<file path="config.mk">
export PLATFORM = sky130hd
export DESIGN_NAME = mul_div_unit
export DESIGN_NICKNAME = d
export VERILOG_FILES = /design/src/rtl/mul_div_unit_pkg.sv /design/src/rtl/mul_div_unit_abs_neg.sv /design/src/rtl/mul_div_unit.sv
export SDC_FILE = /design/constraint.sdc
export NUM_CORES = 1
export LEC_CHECK = 0
export ABC_AREA = 1
export CAP_MARGIN = 20
export CELL_PAD_IN_SITES_DETAIL_PLACEMENT = 0
export CELL_PAD_IN_SITES_GLOBAL_PLACEMENT = 2
export CORE_MARGIN = 2
export CORE_UTILIZATION = 32
export DETAILED_ROUTE_END_ITERATION = 7
export GPL_TIMING_DRIVEN = 0
export PLACE_DENSITY = 0.9
export SLEW_MARGIN = 5
export SYNTH_ARGS = -nofsm -noshare
export SYNTH_HDL_FRONTEND = slang
export SYNTH_SLANG_ARGS = --single-unit
export TNS_END_PERCENT = 1
</file>
<file path="constraint.sdc">
create_clock -name clk -period 4.51 [get_ports clk]
set_input_delay 0.902 -clock clk [delete_from_list [all_inputs] [get_ports clk]]
set_output_delay 0.902 -clock clk [all_outputs]
set_load 0.005 [all_outputs]
</file>
<file path="src/rtl/mul_div_unit_pkg.sv">
// Shared encodings and constants for the iterative multiply/divide unit.
package mul_div_unit_pkg;

    // Operation select encodings; op[1] selects divide, op[0] selects unsigned.
    localparam logic [1:0] MD_MULT  = 2'b00;
    localparam logic [1:0] MD_MULTU = 2'b01;
    localparam logic [1:0] MD_DIV   = 2'b10;
    localparam logic [1:0] MD_DIVU  = 2'b11;

    // Number of iterations per operation.
    localparam int unsigned MD_ITER  = 32;
    localparam int unsigned MD_CNT_W = 6;

    typedef enum logic [1:0] {
        StIdle,
        StBusy,
        StDone
    } md_state_e;

    function automatic logic md_is_div(input logic [1:0] op);
        return op[1];
    endfunction

    function automatic logic md_is_signed(input logic [1:0] op);
        return ~op[0];
    endfunction

endpackage

</file>
<file path="src/rtl/mul_div_unit_abs_neg.sv">
// Conditional two's-complement negate, used for operand magnitudes and result sign fix.
module md_abs_neg #(
    parameter int unsigned Width = 32
) (
    input  logic             neg_i,
    input  logic [Width-1:0] val_i,
    output logic [Width-1:0] val_o
);

    // Negate when requested, otherwise pass through.
    always_comb begin
        val_o = neg_i ? (~val_i + Width'(1)) : val_i;
    end

endmodule

</file>
<file path="src/rtl/mul_div_unit.sv">
// Iterative 32-bit MULT/MULTU/DIV/DIVU unit: 32 iterations, result held in DONE
// until the instruction leaves EXE.
module mul_div_unit #(
    parameter int unsigned XLEN = 32
) (
    input  logic            clk,
    input  logic            rst,
    input  logic            mul_div_valid,
    input  logic [1:0]      op,
    input  logic [XLEN-1:0] src1,
    input  logic [XLEN-1:0] src2,
    input  logic            mem_stall,
    input  logic            cancel,
    output logic            mul_div_validout,
    output logic            busy,
    output logic [XLEN-1:0] hi,
    output logic [XLEN-1:0] lo
);
    import mul_div_unit_pkg::*;

    md_state_e             state_q, state_d;
    logic [MD_CNT_W-1:0]   cnt_q, cnt_d;
    logic [1:0]            op_q, op_d;
    logic [31:0]           src1_q, src1_d;    // original dividend, for divide-by-zero
    logic [31:0]           opnd_q, opnd_d;    // multiplicand or divisor magnitude
    logic [63:0]           acc_q, acc_d;      // product accumulator / partial remainder
    logic [31:0]           quo_q, quo_d;
    logic                  neg_q, neg_d;      // product / quotient sign
    logic                  rem_neg_q, rem_neg_d;
    logic [31:0]           hi_q, hi_d, lo_q, lo_d;

    logic        neg1, neg2;
    logic [31:0] mag1, mag2;
    logic [32:0] mul_sum;
    logic [63:0] mul_next;
    logic [32:0] div_shift, div_rem_next;
    logic        div_ge;
    logic [31:0] quo_next;
    logic [63:0] prod_fix;
    logic [31:0] quo_fix, rem_fix;

    assign neg1 = md_is_signed(op) & src1[31];
    assign neg2 = md_is_signed(op) & src2[31];

    md_abs_neg #(.Width(32)) u_abs1 (.neg_i(neg1), .val_i(src1), .val_o(mag1));
    md_abs_neg #(.Width(32)) u_abs2 (.neg_i(neg2), .val_i(src2), .val_o(mag2));

    // One shift-add step and one restoring-divide step over the latched magnitudes.
    always_comb begin
        mul_sum      = {1'b0, acc_q[63:32]} + (acc_q[0] ? {1'b0, opnd_q} : 33'd0);
        mul_next     = {mul_sum, acc_q[31:1]};
        div_shift    = {acc_q[31:0], quo_q[31]};
        div_ge       = div_shift >= {1'b0, opnd_q};
        div_rem_next = div_ge ? (div_shift - {1'b0, opnd_q}) : div_shift;
        quo_next     = {quo_q[30:0], div_ge};
    end

    md_abs_neg #(.Width(64)) u_fix_prod (.neg_i(neg_q), .val_i(mul_next), .val_o(prod_fix));
    md_abs_neg #(.Width(32)) u_fix_quo (.neg_i(neg_q), .val_i(quo_next), .val_o(quo_fix));
    md_abs_neg #(.Width(32)) u_fix_rem (.neg_i(rem_neg_q), .val_i(div_rem_next[31:0]),
                                        .val_o(rem_fix));

    // Next-state: FSM, operand latch, iteration and final result capture.
    always_comb begin
        state_d   = state_q;
        cnt_d     = cnt_q;
        op_d      = op_q;
        src1_d    = src1_q;
        opnd_d    = opnd_q;
        acc_d     = acc_q;
        quo_d     = quo_q;
        neg_d     = neg_q;
        rem_neg_d = rem_neg_q;
        hi_d      = hi_q;
        lo_d      = lo_q;
        if (cancel) begin
            state_d = StIdle;
        end else begin
            unique case (state_q)
                StIdle: begin
                    if (mul_div_valid) begin
                        state_d   = StBusy;
                        cnt_d     = '0;
                        op_d      = op;
                        src1_d    = src1;
                        opnd_d    = md_is_div(op) ? mag2 : mag1;
                        acc_d     = md_is_div(op) ? 64'd0 : {32'd0, mag2};
                        quo_d     = mag1;
                        neg_d     = neg1 ^ neg2;
                        rem_neg_d = neg1;
                    end
                end
                StBusy: begin
                    cnt_d = cnt_q + MD_CNT_W'(1);
                    if (md_is_div(op_q)) begin
                        acc_d = {31'd0, div_rem_next};
                        quo_d = quo_next;
                    end else begin
                        acc_d = mul_next;
                    end
                    if (cnt_q == MD_CNT_W'(MD_ITER - 1)) begin
                        state_d = StDone;
                        if (!md_is_div(op_q)) begin
                            {hi_d, lo_d} = prod_fix;
                        end else if (opnd_q == 32'd0) begin
                            hi_d = src1_q;
                            lo_d = 32'hFFFF_FFFF;
                        end else begin
                            hi_d = rem_fix;
                            lo_d = quo_fix;
                        end
                    end
                end
                StDone: begin
                    if (!mem_stall) begin
                        state_d = StIdle;
                    end
                end
                default: state_d = StIdle;
            endcase
        end
    end

    // State registers with synchronous reset.
    always_ff @(posedge clk) begin
        if (rst) begin
            state_q   <= StIdle;
            cnt_q     <= '0;
            op_q      <= '0;
            src1_q    <= '0;
            opnd_q    <= '0;
            acc_q     <= '0;
            quo_q     <= '0;
            neg_q     <= 1'b0;
            rem_neg_q <= 1'b0;
            hi_q      <= '0;
            lo_q      <= '0;
        end else begin
            state_q   <= state_d;
            cnt_q     <= cnt_d;
            op_q      <= op_d;
            src1_q    <= src1_d;
            opnd_q    <= opnd_d;
            acc_q     <= acc_d;
            quo_q     <= quo_d;
            neg_q     <= neg_d;
            rem_neg_q <= rem_neg_d;
            hi_q      <= hi_d;
            lo_q      <= lo_d;
        end
    end

    // Flags decode the state register only, so no input reaches them combinationally.
    assign mul_div_validout = (state_q == StDone);
    assign busy             = (state_q == StBusy);
    assign hi               = hi_q;
    assign lo               = lo_q;

endmodule

</file>
## Word level (Yosys, flattened, before mapping)

Index checks and enable logic that the tools add are counted.
W data, S select, Z words.

| storage, ports and cells | value |
|---|---|
| flip-flop bits (word level) | 236 |
| bits of input ports | 71 |
| output and inout bits | 66 |

| operators by class | value |
|---|---|
| add/subtract/negate cells | 8 |
| order comparisons | 1 |
| equal/unequal tests | 7 |
| multiplexer cells | 25 |
| bitwise operators | 10 |
| reduce and logical (&&, ||, !) cells | 9 |

Operators by type and width:

| cell | count |
|---|---|
| $mux W32 | 13 |
| $mux W64 | 3 |
| $add A32 B1 Y32 const B | 4 |
| $not A32 Y32 | 4 |
| $pmux W64 S2 | 1 |
| $add A64 B1 Y64 const B | 1 |
| $not A64 Y64 | 1 |
| $pmux W32 S2 | 1 |
| $add A32 B32 Y33 | 1 |
| $ge A33 B32 Y1 | 1 |
| $mux W33 | 1 |
| $sub A33 B32 Y33 | 1 |
| $logic_not A32 Y1 | 1 |
| $pmux W6 S2 | 1 |
| $reduce_and A3 Y1 | 4 |
| $add A6 B1 Y6 const B | 1 |
| $eq A6 B5 Y1 const B | 1 |
| $mux W2 | 3 |
| $mux W6 | 1 |
| $pmux W2 S3 | 1 |
| $ne A2 B1 Y1 const B | 2 |
| $ne A2 B2 Y1 const B | 2 |
| $reduce_and A4 Y1 | 1 |
| $and A1 B1 Y1 | 2 |
| other kinds (7) | 8 |

## Longest topological paths before layout

| logic depth | value |
|---|---|
| word-level depth | 7 |
| mapped depth | 29 |

## By module

A second synthesis with hierarchy kept.

| unflattened totals | value |
|---|---|
| cell total of the unflattened synthesis | 3893 |
| area, all modules | 22615.4 um^2 |

By module, submodules not included:

| module | instances | cells an instance | area each (um^2) |
|---|---|---|---|
| mul_div_unit | 1 | 2487 | 15715.1 |
| md_abs_neg (u_abs1 ...) | 4 | 227 | 1108.6 |
| md_abs_neg (u_fix_prod) | 1 | 498 | 2466.1 |

## Worst setup path after synthesis

No wires, ideal clock.

| timing path | value |
|---|---|
| path type | register to register |
| start point | reg acc_q[18] |
| end point | reg lo_q[30], in the netlist lo[30] |
| library setup time | 0.070 ns |
| arrival time | 3.597 ns |
| data required time | 4.440 ns |
| slack | 0.843 ns |
| stages on the path, launching flop included | 29 |
| buffers on the path | 1 |
| clock period less this slack | 3.667 ns |
| cells stage by stage | dfxtp_1 ha_1 nand2_2 inv_1 nand2_1 nand2_1 nand2_1 nand2_1 nand2_1 nand2_2 nor2_4 nand2_8 inv_2 buf_2 ha_1 nand4_1 nor3_1 nand2_1 inv_1 nand2_1 nand2_1 o21ai_0 nor2_1 o21ai_0 a21oi_1 a21oi_1 o21ai_0 nand2_1 a21oi_1 |

| between the ends | value |
|---|---|
| longest elaborated chain between the ends | 6 |
| elaborated cells between the ends (all ways) | 9 |

Ends and longest elaborated chain:

| what | RTL line | text |
|---|---|---|
| start, declared | mul_div_unit.sv:26 | `logic [63:0] acc_q, acc_d;` |
| start signal, assigned | mul_div_unit.sv:132 | `acc_q <= '0;` |
| start signal, assigned | mul_div_unit.sv:144 | `acc_q <= acc_d;` |
| $ge A33 B32 Y1 | mul_div_unit.sv:53 | `div_ge = div_shift >= {1'b0, opnd_q};` |
| $not A32 Y32 | mul_div_unit_abs_neg.sv:12 | `val_o = neg_i ? (~val_i + Width'(1)) : val_i;` |
| $add A32 B1 Y32 | mul_div_unit_abs_neg.sv:12 |  |
| $mux W32 | mul_div_unit_abs_neg.sv:12 |  |
| $mux W32 | mul_div_unit.sv:105 | `end else if (opnd_q == 32'd0) begin` |
| $mux W32 (*) | mul_div_unit.sv:103 | `if (!md_is_div(op_q)) begin` |
| end signal, assigned | mul_div_unit.sv:149 | `lo_q <= lo_d;` |
| end, declared | mul_div_unit.sv:30 | `logic [31:0] hi_q, hi_d, lo_q, lo_d;` |

Every way passes the cells marked *; elsewhere a longest branch is shown, timed or not.
A chain may end at the register's enable or synchronous reset.

## Worst setup path in the final report

| timing path | value |
|---|---|
| start point | reg acc_q[23] |
| end point | reg lo_q[30], in the netlist lo[30] |

The elaborated chain is that of the path after synthesis.

==> key figures <==
Clock tree
  • CTS H-Tree Depth: 1
  • CTS tree: done
  • Clock Pin Slew Worst Setup and Hold Paths: about 0.060 ns
  • Hold buffers post-CTS: 0
  • Clk Latency, worst-skew pair: 0.61 ns
  • Clock root cell: clkbuf_16
  • CTS sink count: 235
  • Clock Path Buffers: 3
  • Inserted Clock Buffers: 30

Cells and area
  • Fin nets: about 3800
  • Ant diodes: 0
  • Synth-to-Final Area Change: 18.3%
  • Finished Cell Area: between 20000 and 25000 µm²
  • Layout cells sized above 1: approximately 6.4%
  • Multi-input logic area: 13500 µm²
  • Number of fill cells: 7334
  • Sequential cell area: 4790 µm²

Global routing
  • Vias in the first global route: ~24000
  • GRT Resource Usage Total: 32.6%
  • First-pass GRT wire length: 159 mm
  • Total gr overflow: 0
  • Largest net degree at the start of global routing: 16
  • Initial antenna violation count: 2

Setup path
  • CP peak stage delay: 0.57 ns
  • Worst Path Required: around 5 ns
  • Element type at the critical path end: flop
  • Slowest-stage cell, CP: dfxtp_1
  • Crit-path max FO: 10
  • Startpoint type of the worst setup path: flop
  • CP bufs+invs: 3
  • Critical Path AT: about 4.9 ns
  • Cell mode on critical path: nand2_1
  • Reg-to-reg setup timing slack: 0.11 ns
  • Setup Crit Path Kind: flop to flop
  • Kind of cell adding the most delay to the critical path: simple AND/OR/NAND/NOR gates

Logic synthesis
  • Yosys top cell by area: dfxtp_1
  • Cells after synthesis: 3460
  • Ys flop type: dfxtp_1
  • Register area share after synthesis: 23.0%
  • Syn avg cell area: 5.90 µm²
  • Top cell types by occurrence after synthesis: nand2_1, inv_1, nor2_1
  • Syn_nets: 3604
  • Top cell type's share of synthesized area: a little under a quarter
  • Asr flop ratio synth: 0%
  • Netlist Area Pre-Place: ~20000 µm²
  • Top cells by area, synth: dfxtp_1, nand2_1, inv_1
  • Yosys cell types: 57
  • Post-synth EDFFs: 0
  • Synthesis Warnings: 0
  • FF+latch count, synth: 235
  • Count leader, synth: nand2_1

Floorplanning
  • Die Height: 257 µm
  • Die X: 257 µm
  • Core ar.: 63100 µm²
  • Die footprint: 65900 µm²
  • Starting Density: between 30 and 40%
  • Cell Rows: 92
  • Number of top-level pins: between 100 and 150

Power
  • Leakage: 10.9 nW
  • Peak supply drop: 291 µV
  • Pwr/cell area: 338 nW/µm²
  • Power consumption: 8.17 mW

Drt
  • WL per Instance: between 20 and 25 µm
  • Via count: 24900
  • DRT Pass-1 Iters: 8
  • Drt first-iter violations: approximately 2700
  • Number of antenna-violating nets in the routed design: 0
  • Drt via density: 5.53
  • Final WL: 111 mm
  • DRC viols: 0

STA
  • Final setup fails: 0
  • Tcrit/Tclk final: 97.5%
  • Tightest Pin Transition: 1.07 ns
  • Min Clock Period, post-route: 4.40 ns
  • Hold Fails Final Rpt: 0
  • TNS Setup: 0 ns
  • Max-slew violation count: 0
  • Skew final: 0.0329 ns
  • Fmax: ~230 MHz
  • WHS: 0.452 ns
  • RSZ-0062 raised after global routing: yes
  • Worst slew margin: between 20 and 30%

Placement
  • Post-DP HPWL: roughly 92 mm
  • Dpl cell area: roughly 23000 µm²
  • GPL Wtd Cong: 1.02
  • I/O Buffers: 134

Min path
  • Hold crit path type: flop to flop

Run status
  • Status: finished, final reports clean

Flow run
  • Number of max-cap violations: 0
==> where the power goes <==
group,switching (mW),internal [mW],total (mW)
logic,2.32,0.917,3.24
registers,0.193,2.16,2.36
clock network,1.08,1.49,2.57
total,3.59,4.57,8.17
==> metal layers <==
layer  share of wire (%)  global-route usage, %
met4                 5.6                   15.7
met1                  41                   42.3
met5               0.041                      0
met3                 9.1                   6.09
met2                  44                   51.8
==> tightest hold or removal path, cell delays in order, from the launching register on <==
cell	delay, ns
dfxtp_1	0.31
inv_1	0.05
a21oi_1	0.05
==> final cells by class <==
| cell class | count | area share (%) |
|---|---|---|
| sequential | 235 | 19.8 |
| clock buffer | 40 | 3.51 |
| clock inverter | 16 | 0.746 |
| multi-input combinational | 2619 | 56.1 |
| buffer | 157 | 2.76 |
| inverter | 449 | 7.01 |
| timing repair buffer | 139 | 5.71 |
| tap | 846 | 4.38 |
==> sequential cells by signal, indices dropped and copies added, names as in the netlist <==
signal	flops
acc_q	64
cnt_q	6
hi	32
lo	32
neg_q	1
op_q	1
opnd_q	32
quo_q	32
rem_neg_q	1
src1_q	32
state_q	2
==> through the flow <==
step                      setup slack (ns)  util, %  std cells
final                                0.114     38.3       4501
after global routing                -0.132     38.3       4501
after CTS                          0.00119     37.9       4497
after detailed placement            -0.643     36.2       4440
after global placement              -0.666     36.2       4440
after floorplan                      0.843        -       3460
==> cells by family (layout without fill, tap and decap cells) <==
| family | Yosys count | after routing | share of synthesized area [%] |
|---|---|---|---|
| simple gates | 1634 | 1634 | 34.1 |
| fa+ha+maj | 73 | 73 | 4.54 |
| compound gates | 795 | 795 | 21.9 |
| flops | 235 | 235 | 23.0 |
| xor+xnor | 117 | 117 | 5.02 |
| buf+inv | 606 | 801 | 11.4 |
==> timing repair <==
action | 4_1_cts | 5_1_grt
setup buffers | 1 | 4
pin swaps | 1 | 5
setup endpoints to repair | 17 | 24
resized for setup | 34 | 69
==> worst paths after layout <==
path,from,to,cells after the start
max,acc_q[23],lo[30],26
min,cnt_q[4],cnt_q[4],2
max reg2reg,acc_q[23],lo[30],26
min reg2reg,cnt_q[4],cnt_q[4],2
==> cells in the final DEF (no fill, tap or decap), types with 46 or more instances in the layout <==
cell,count
ha_1,61
inv_1,429
a21oi_1,298
o21ai_0,283
clkbuf_1,131
xor2_1,76
nor2_1,355
nand4_1,46
dfxtp_1,194
a31oi_1,56
nor3_1,76
nand2_1,847
clkdlybuf4s50_1,134
nand3_1,210
Note: power is estimated with default switching activity, not from simulation.
